[src/rtl/instruction_fetch_controller.sv]
`default_nettype none
// ============================================================================
//  Module      : instruction_fetch_controller
//  Description : Owns the fetch PC and drives a synchronous instruction
//                memory. Buffers {pc, instruction} pairs in a small FIFO for
//                the decode stage. Handles branch redirects by flushing the
//                FIFO and killing the in-flight read. A misaligned redirect
//                halts fetching and raises a sticky fault.
//  Revision    : 1.0 - initial release
// ============================================================================
module instruction_fetch_controller #(
    parameter logic [63:0] RESET_PC = 64'h0,
    parameter int          DEPTH    = 4,
    parameter logic [63:0] PC_STEP  = 64'd4
) (
    input  logic        clk,
    input  logic        reset,
    output logic [63:0] instructionAddress,
    output logic        imemReadEnable,
    input  logic [31:0] instruction,
    input  logic        branchTaken,
    input  logic [63:0] branchTarget,
    input  logic        decodeReady,
    output logic        instrValid,
    output logic [31:0] instrOut,
    output logic [63:0] pcOut,
    output logic        fetchFault,
    output logic [31:0] fetchedCount
);

    // Pointer width covers DEPTH entries; the count needs to reach DEPTH and
    // carries one extra bit so the occupancy sum (count + inflight) cannot
    // overflow before it is compared against DEPTH.
    localparam int               PTR_W     = $clog2(DEPTH);
    localparam int               CNT_W     = $clog2(DEPTH + 1) + 1;
    localparam logic [PTR_W-1:0] LAST_PTR  = PTR_W'(DEPTH - 1);
    localparam logic [CNT_W-1:0] DEPTH_CNT = CNT_W'(DEPTH);

    localparam logic [0:0] ST_RUN  = 1'b0;
    localparam logic [0:0] ST_HALT = 1'b1;

    logic [0:0]       r_state;
    logic [0:0]       w_state_next;

    logic [63:0]      r_pc;
    logic             r_inflight;
    logic [63:0]      r_inflight_pc;

    logic [63:0]      r_fifo_pc    [DEPTH];
    logic [31:0]      r_fifo_instr [DEPTH];
    logic [PTR_W-1:0] r_rd_ptr;
    logic [PTR_W-1:0] r_wr_ptr;
    logic [CNT_W-1:0] r_count;

    logic             r_fault;
    logic [31:0]      r_fetched;

    logic             w_misaligned;
    logic             w_valid;
    logic             w_pop;
    logic             w_push;
    logic             w_redirect;
    logic             w_issue;
    logic [CNT_W-1:0] w_occupancy;

    // Circular pointer advance that also works for non power-of-two depths.
    function automatic logic [PTR_W-1:0] ptr_inc(input logic [PTR_W-1:0] p);
        return (p == LAST_PTR) ? '0 : p + PTR_W'(1);
    endfunction

    assign w_misaligned = (branchTarget[1:0] != 2'b00);
    assign w_valid      = (r_count != '0);
    assign w_pop        = w_valid & decodeReady;
    // Returning read data is dropped when a redirect kills it this cycle.
    assign w_push       = r_inflight & ~w_redirect;

    // State register: RUN after reset, HALT is absorbing until reset.
    always_ff @(posedge clk) begin
        if (reset) begin
            r_state <= ST_RUN;
        end else begin
            r_state <= w_state_next;
        end
    end

    // Next state: only a misaligned redirect taken in RUN leaves RUN.
    always_comb begin
        w_state_next = r_state;
        if ((r_state == ST_RUN) && branchTaken && w_misaligned) begin
            w_state_next = ST_HALT;
        end
    end

    // FSM outputs: redirect and issue decisions. Issue reserves a FIFO slot
    // for the read already in flight so the buffer can never overflow.
    always_comb begin
        w_redirect  = 1'b0;
        w_issue     = 1'b0;
        w_occupancy = r_count + CNT_W'(r_inflight) - CNT_W'(w_pop);
        if ((r_state == ST_RUN) && !reset) begin
            w_redirect = branchTaken;
            w_issue    = !branchTaken && (w_occupancy < DEPTH_CNT);
        end
    end

    // PC and in-flight tracking; a redirect kills the outstanding read.
    always_ff @(posedge clk) begin
        if (reset) begin
            r_pc          <= RESET_PC;
            r_inflight    <= 1'b0;
            r_inflight_pc <= '0;
        end else if (w_redirect) begin
            r_inflight <= 1'b0;
            if (!w_misaligned) begin
                r_pc <= branchTarget;
            end
        end else begin
            r_inflight <= w_issue;
            if (w_issue) begin
                r_inflight_pc <= r_pc;
                r_pc          <= r_pc + PC_STEP;
            end
        end
    end

    // FIFO storage; contents are masked at the output while empty.
    always_ff @(posedge clk) begin
        if (w_push) begin
            r_fifo_pc[r_wr_ptr]    <= r_inflight_pc;
            r_fifo_instr[r_wr_ptr] <= instruction;
        end
    end

    // FIFO pointers and occupancy; redirect flushes everything.
    always_ff @(posedge clk) begin
        if (reset || w_redirect) begin
            r_rd_ptr <= '0;
            r_wr_ptr <= '0;
            r_count  <= '0;
        end else begin
            if (w_push) begin
                r_wr_ptr <= ptr_inc(r_wr_ptr);
            end
            if (w_pop) begin
                r_rd_ptr <= ptr_inc(r_rd_ptr);
            end
            r_count <= r_count + CNT_W'(w_push) - CNT_W'(w_pop);
        end
    end

    // Sticky fault and accepted-instruction counter; a pop in a redirect
    // cycle still counts because decode did take the entry.
    always_ff @(posedge clk) begin
        if (reset) begin
            r_fault   <= 1'b0;
            r_fetched <= '0;
        end else begin
            if (w_pop) begin
                r_fetched <= r_fetched + 32'd1;
            end
            if (w_redirect && w_misaligned) begin
                r_fault <= 1'b1;
            end
        end
    end

    assign instructionAddress = r_pc;
    assign imemReadEnable     = w_issue;
    assign instrValid         = w_valid;
    assign instrOut           = w_valid ? r_fifo_instr[r_rd_ptr] : 32'h0;
    assign pcOut              = w_valid ? r_fifo_pc[r_rd_ptr] : 64'h0;
    assign fetchFault         = r_fault;
    assign fetchedCount       = r_fetched;

endmodule
`default_nettype wire
[config.mk]
export PLATFORM = sky130hd
export DESIGN_NAME = instruction_fetch_controller
export DESIGN_NICKNAME = d
export VERILOG_FILES = /design/src/rtl/instruction_fetch_controller.sv
export SDC_FILE = /design/constraint.sdc
export NUM_CORES = 1
export LEC_CHECK = 0
export CAP_MARGIN = 20
export CORE_UTILIZATION = 55
export CTS_CLUSTER_SIZE = 30
export DETAILED_ROUTE_END_ITERATION = 8
export GPL_ROUTABILITY_DRIVEN = 0
export GPL_TIMING_DRIVEN = 1
export PLACE_DENSITY = 0.79
export REMOVE_ABC_BUFFERS = 1
export SLEW_MARGIN = 0
export SYNTH_ARGS = -nofsm -noshare
export SYNTH_HDL_FRONTEND = slang
export SYNTH_SLANG_ARGS = --single-unit
[constraint.sdc]
create_clock -name clk -period 5.3 [get_ports clk]
set_input_delay 0.53 -clock clk [delete_from_list [all_inputs] [get_ports clk]]
set_output_delay 0.53 -clock clk [all_outputs]
set_load 0.03 [all_outputs]
==> results.py, run 1 <==
metrics = {
    "setup_path": {
        "cp_max_fo": 7,
        "crit_chain": "inv_1 -> ha_1 -> nor3b_2 -> or3_1 -> ha_1 -> a41oi_1 -> and3_1 -> nor2_4 -> inv_2 -> clkdlybuf4s50_1",
        "critPathRequiredTime_ns": 4.77,
        "r2r-start": "r_count[2]",
        "r2r_slack_ns": 1.48,
        "reg2regPathDepth": 10,
        "r2r_end": "instructionAddress[2]",
        "crit_type": "reg -> out",
        "critPathLaunchType": "flip-flop",
        "cp_slowest_stage_delay_ns": 0.67,
        "path_common_cell": "ha_1",
        "end_kind": "output pin",
        "slowest_stage": "clkdlybuf4s50_1",
        "worstPathArrival_ns": 3.66,
    },
    "clocking": {
        "clockRootBuffer": "clkbuf_16",
        "cts.repair.resized": 0,
        "cts_tree": "done",
        "cts.sinks": 557,
        "cts_buffers": 55,
        "htreeDepth": 2,
        "clockBufferDepth": 3,
        "clk_pin_slew_ns": 0.06,
        "insertion_delay_ns": 0.61,
        "hold_buffers": 0,
        "postCtsSetupBuffers": 0,
    },
    "floorplanning": {
        "die_h_um": 206.5,
        "initial_utilization_pct": 56.09,
        "die_x_um": 206.5,
        "fp.dieArea_um2": 42650,
        "rows": 74,
        "core_region_area_um2": 41020,
        "ios": 295,
    },
    "routing": {
        "wl_met3_um": 5491,
        "vias": 15460,
        "first_iter_violations": 1368,
        "finalWirelength_um": 58770,
        "drc_errors": 20,
        "drt-pass1-iter-count": 8,
        "route.detailed.wl_per_inst_um": 23.09,
        "drtAntennaViolNets": 0,
        "top_layer": "met5",
        "wl_met2_um": 28620,
        "wl_met1_um": 22460,
        "drt-vias-per-instance": 6.076,
    },
    "layout": {
        "final_cells": 2545,
        "seqCellArea_um2": 15000,
        "drive_above_1_share_pct": 11.98,
        "fillCellCount": 2784,
        "final_nets": 2078,
        "syn_to_final_growth_pct": 22.74,
        "multi_input_area_um2": 7473,
    },
    "sta": {
        "setup_viol": 0,
        "fin_skew_ns": 0.02523,
        "fmax_ghz": 0.2389,
        "worst_slew_pin_slew_ns": 1.025,
        "relSlewSlack_pct": 31.11,
        "period_share_pct": 78.98,
        "period_needed_ns": 4.186,
        "hold_viol": 0,
        "holdWs_ns": 0.3415,
        "slew_violations": 0,
        "grt_setup_unrepaired": "no",
    },
    "yosys": {
        "syn_inst": 1701,
        "synth_seq_area_share_pct": 65.18,
        "ys_ff_latch": 557,
        "synth_async_sr_flop_share_pct": 0,
        "ys_top_cells_by_area": "edfxtp_1 (50%), dfxtp_1 (15%), mux4_2 (9.4%), nand2_1 (3.3%), and2_1 (2.7%)",
        "synth_area_leader_cell": "edfxtp_1",
        "synth.distinct_cells": 81,
        "synth-edff-count": 384,
        "ys.flop_type": "edfxtp_1",
        "yosysTopAreaCellShare_pct": 50.12,
        "avgSynthCellArea_um2": 13.52,
        "syn-cell-area_um2": 23010,
        "yosysWarnings": 0,
    },
    "grt": {
        "grt_pass1_wl_um": 88940,
        "grt_max_degree": 97,
        "overflow": 0,
        "track_usage_pct": 27.85,
        "grt_pass1_vias": 15590,
        "antenna_found_initial": 5,
    },
    "worst_hold_path": {
        "hold_end": "instructionAddress[18]",
        "min_path_cells": 2,
        "hp-class": "in -> reg",
        "min_from": "reset",
    },
    "pwr": {
        "netSwitchingFraction_pct": 33.52,
        "clkPwrFrac_pct": 29.3,
        "p_int_w": 0.008928,
        "seqPwrFrac_pct": 39.5,
        "combPwrFrac_pct": 31.2,
        "leakagePower_nw": 9.111,
        "powerDensity_nw_per_um2": 475.6,
        "p_sw_w": 0.004502,
        "peakVddDrop_mv": 0.2780,
    },
    "placed_design": {
        "placed_cells": 2440,
        "port_buffers": 294,
        "dpl.hpwl_um": 35990,
    },
    "run_status": {
        "violations": "DRC",
        "status": "finished, violations left",
    },
    "job": {
        "drv_cap": 0,
    },
}
==> kinds of logic (layout without fill, tap and decap cells) <==
kind of cell             count (synthesis)  in the layout  share of synthesized area, %
AND/OR/NAND/NOR                        587            587                         13.05
flip-flops                             557            557                         65.18
AO/OA/AOI/OAI                          286            286                         7.843
buffers and inverters                  127            438                         2.447
multiplexers                            98             98                         9.485
XOR/XNOR                                33             33                         1.256
adder cells (fa/ha/maj)                 13             13                        0.7396
other                                    0              1                             0
==> cell usage after synthesis, drive strengths merged, types with 2 or more instances <==
| cell | number |
|---|---|
| a2bb2oi | 3 |
| a22oi | 7 |
| nand4 | 31 |
| a21o | 5 |
| clkbuf | 62 |
| a22o | 5 |
| xor2 | 17 |
| and3 | 25 |
| o22ai | 15 |
| a31o | 2 |
| or3 | 7 |
| o31ai | 6 |
| a21oi | 117 |
| a32o | 9 |
| a211o | 3 |
| a31oi | 16 |
| or2 | 3 |
| a2111oi | 2 |
| nand3 | 50 |
| a211oi | 8 |
| buf | 40 |
| nor3b | 4 |
| inv | 23 |
| nor3 | 25 |
| or4 | 7 |
| o21ai | 44 |
| o211ai | 10 |
| nor4 | 24 |
| o32ai | 3 |
| o2bb2ai | 7 |
| mux4 | 96 |
| and2 | 100 |
| o221ai | 2 |
| xnor2 | 16 |
| o41ai | 2 |
| o21a | 2 |
| and4 | 5 |
| mux2i | 2 |
| nand2 | 209 |
| dfxtp | 173 |
| edfxtp | 384 |
| nor2 | 92 |
| ha | 12 |
| a21boi | 10 |
==> state kept, by name, summed over array words and instances, names as in the netlist, named ones only <==
register / count
r_count: 4
fetchedCount: 32
r_rd_ptr: 2
r_state: 1
r_fifo_pc: 256
r_wr_ptr: 2
r_fifo_instr: 128
fetchFault: 1
instructionAddress: 64
r_inflight_pc: 64
r_inflight: 1
==> through the flow <==
stage	util, %	TNS [ns]	total power, W	setup slack, ns	instance area (um^2)
final	68.84	0	0.01343	1.114	28240
after global routing	68.84	0	0.01394	0.9503	28240
after CTS	68.84	0	0.01351	1.086	28230
after detailed placement	64.31	0	0.009600	1.066	26380
after global placement	64.31	0	0.009518	1.255	26380
after floorplan	-	-15.03	0.007795	-0.1565	22530
==> how the worst max path moves through the flow <==
stage	startpoint	endpoint	slack [ns]	cells past startpoint
floorplan	flip-flop	instrOut[0]	-0.16	2
global route	r_count[2]	imemReadEnable	0.95	10
global placement	decodeReady	instructionAddress[2]	1.26	9
finish	r_count[2]	imemReadEnable	1.11	10
detailed placement	decodeReady	instructionAddress[2]	1.07	9
CTS	r_count[2]	imemReadEnable	1.09	10
==> area by class of cell <==
type / count / area share [%]
inverter: 24 / 0.3190
tap: 532 / 2.357
clock inverter: 21 / 0.7356
timing repair buffer: 310 / 11.15
clock buffer: 83 / 5.836
multi-input combinational: 1017 / 26.47
antenna: 1 / 0.008862
sequential: 557 / 53.13
==> worst max-delay path: cells and delay by family (launching register included) <==
kind | cells | cell delay [ns]
simple gates | 4 | 0.90
buf+inv | 3 | 0.82
fa+ha+maj | 2 | 0.51
flops | 1 | 0.31
compound gates | 1 | 0.51
==> cell usage in the layout, fill, tap and decap left out, types with 8 or more instances in the layout <==
| master | count |
|---|---|
| clkinv_2 | 8 |
| ha_1 | 12 |
| xnor2_1 | 16 |
| mux4_2 | 96 |
| xor2_1 | 17 |
| nor2_1 | 89 |
| dfxtp_1 | 171 |
| edfxtp_1 | 384 |
| nand4_1 | 30 |
| o21ai_0 | 44 |
| clkdlybuf4s50_1 | 293 |
| o22ai_1 | 15 |
| clkbuf_1 | 17 |
| a21oi_1 | 116 |
| nor4_1 | 19 |
| o211ai_1 | 10 |
| inv_1 | 22 |
| buf_4 | 10 |
| a21boi_0 | 9 |
| nand3_1 | 49 |
| and3_1 | 19 |
| nor3_1 | 21 |
| clkbuf_16 | 60 |
| and2_1 | 100 |
| a31oi_1 | 16 |
| nand2_1 | 205 |
| a32o_1 | 9 |
==> routing by layer <==
layer / GRT usage (%) / up-vias
li1: - / 6975
met1: 35.68 / 7638
met2: 45.37 / 705
met3: 6.938 / 138
met4: 11.53 / 8
met5: 0 / -
==> power by group through the flow <==
stage | logic, W | registers, W | clock network (W)
finish | 0.00419 | 0.00530 | 0.00394
global route | 0.00446 | 0.00534 | 0.00415
CTS | 0.00423 | 0.00529 | 0.00399
detailed placement | 0.00421 | 0.00538 | 0
global placement | 0.00416 | 0.00536 | 0
floorplan | 0.00225 | 0.00555 | 0
Note: power is estimated with default switching activity, not from simulation.
==> run 2, diff against run 1 <==
- CORE_UTILIZATION: 55 -> 50
- PLACE_DENSITY: 0.79 -> 0.76
- clock period: 5.3 -> 3.6 ns (I/O delays scaled with it)
==> results.py, run 2 (synthesized netlist as in run 1, its figures left out) <==
metrics = {
    "pwr": {
        "leakagePower_nw": 9.389,
        "power_w": 0.02027,
        "powerDensity_nw_per_um2": 702.5,
        "peakVddDrop_mv": 0.4691,
    },
    "setup_path": {
        "worstPathArrival_ns": 3.17,
        "startpoint": "r_count[2]",
        "cp_slowest_stage_delay_ns": 0.57,
        "cp_max_fo": 5,
        "slowest_stage": "or4_4",
        "critPathLaunchType": "flip-flop",
        "critPathRequiredTime_ns": 3.24,
        "r2r_slack_ns": 0.11,
        "end_kind": "output pin",
        "crit_type": "reg -> out",
        "r2r_end": "instructionAddress[50]",
        "r2r-start": "r_count[2]",
        "path_common_cell": "ha_4",
        "crit_chain": "inv_2 -> ha_4 -> nor3b_4 -> or3_4 -> ha_4 -> nand2_2 -> or4_4 -> and3_4 -> nor2_4 -> inv_8 -> buf_8",
        "reg2regPathDepth": 11,
    },
    "layout": {
        "mostFrequentLayoutCells": "edfxtp_1 (384), clkdlybuf4s50_1 (292), nand2_1 (204)",
        "drive_above_1_share_pct": 14.46,
        "largest_reg_flops": 256,
        "n_antenna_cell": 0,
        "top_register": "r_fifo_pc",
        "final_common_cell": "edfxtp_1",
        "final_nets": 2127,
        "syn_to_final_growth_pct": 25.45,
        "stdcell_area_um2": 28860,
        "largestRegisters": "r_fifo_pc: 256 flops, r_fifo_instr: 128 flops",
    },
    "sta": {
        "period_needed_ns": 3.526,
        "slew_violations": 0,
        "setup_viol": 0,
        "fin_skew_ns": 0.02302,
        "hold_viol": 0,
        "worst_slew_pin_slew_ns": 0.9611,
        "fin_ws_ns": 0.07367,
        "relSlewSlack_pct": 35.93,
        "fmax_ghz": 0.2836,
        "period_share_pct": 97.95,
    },
    "grt": {
        "antenna_found_initial": 3,
        "grt_pass1_wl_um": 91460,
        "grt_pass1_vias": 15530,
        "overflow": 0,
        "grt_max_degree": 97,
        "track_usage_pct": 25.37,
    },
    "floorplanning": {
        "fp.dieArea_um2": 46870,
        "ios": 295,
        "core_region_area_um2": 45380,
        "die_x_um": 216.5,
        "rows": 78,
        "initial_utilization_pct": 50.69,
        "die_h_um": 216.5,
    },
    "worst_hold_path": {
        "min_path_cells": 5,
        "hp-class": "in -> reg",
        "min_from": "reset",
        "hold_end": "instructionAddress[43]",
    },
    "routing": {
        "finalWirelength_um": 60170,
        "drt-vias-per-instance": 5.971,
        "drc_errors": 0,
        "drtAntennaViolNets": 0,
        "route.detailed.wl_per_inst_um": 22.61,
        "drt-pass1-iter-count": 5,
        "vias": 15890,
        "first_iter_violations": 1588,
    },
    "clocking": {
        "clockRootBuffer": "clkbuf_16",
        "hold_buffers": 0,
        "cts_tree": "done",
        "clockBufferDepth": 3,
        "htreeDepth": 2,
        "clk_pin_slew_ns": 0.06,
        "cts.sinks": 557,
        "cts_buffers": 55,
        "insertion_delay_ns": 0.62,
    },
    "placed_design": {
        "placed_area_um2": 26840,
        "dpl.hpwl_um": 38230,
        "port_buffers": 294,
        "pre_cts_ws_ns": -0.1347,
    },
    "job": {
        "drv_cap": 0,
    },
    "run_status": {
        "status": "completed",
    },
}
[run 2: changes by cell type in the layout (fill, tap and decap cells not counted), moves of 3 or more]
cell and delta:
buf_12 +10, buf_4 +37, bufinv_16 +3, clkbuf_16 -5, clkinv_1 +4, clkinv_2 +3
[run 2: metal layers]
metal | vias to the layer above | global-route usage (%) | wire [um] | share of wire (%)
met4 | 6 | 9.366 | 1855 | 3.1
met5 | - | 0 | 45 | 0.075
met1 | 7915 | 34.22 | 24560 | 41
met2 | 744 | 40.79 | 28820 | 48
li1 | 7088 | - | - | -
met3 | 136 | 5.109 | 4892 | 8.1
[run 2: worst max-delay path by stage]
stage | to | slack (ns)
5_1_grt | imemReadEnable | -0.02
3_5_place_dp | instructionAddress[24] | -0.13
6_report | imemReadEnable | 0.07
2_1_floorplan | instrOut[0] | -1.69
4_1_cts | imemReadEnable | 0.01
3_3_place_gp | instructionAddress[24] | 0.03
[run 2: layout make-up]
type	instances	area (um^2)
clock buffer	77	1509
clock inverter	27	325.3
fill	3360	16520
inverter	24	102.6
multi-input combinational	1018	7533
sequential	557	15000
tap	600	750.7
timing repair buffer	357	3631
timing repair inverter	1	5.005
[run 2: through the flow]
step	hold slack (ns)	TNS [ns]	util [%]	instances
final	0.3246	0	63.60	2661
after global routing	0.3566	-0.02491	63.60	2661
after CTS	0.2897	0	63.29	2649
after detailed placement	0.4679	-0.4134	59.13	2541
after global placement	0.4537	0	59.13	2541
after floorplan	0.4289	-332.28	-	1598
[run 2: report_power, final]
group | switching, W | total (W) | internal [W]
combinational | 0.00394 | 0.00675 | 0.00281
sequential | 0.000502 | 0.00774 | 0.00724
clock | 0.00241 | 0.00579 | 0.00337
[run 2: worst max-delay path: cells and delay by family (launching register included)]
family | cells | cell delay (ns)
flops | 1 | 0.33
fa+ha+maj | 2 | 0.43
buf+inv | 3 | 0.24
simple gates | 6 | 1.56
[run 2: what timing repair did]
item                                    CTS  global route
gates resized for setup                   6            13
buffers inserted                          3            11
endpoints found under the setup margin   84            13
pin swaps                                 1             7
gates cloned                              1             1
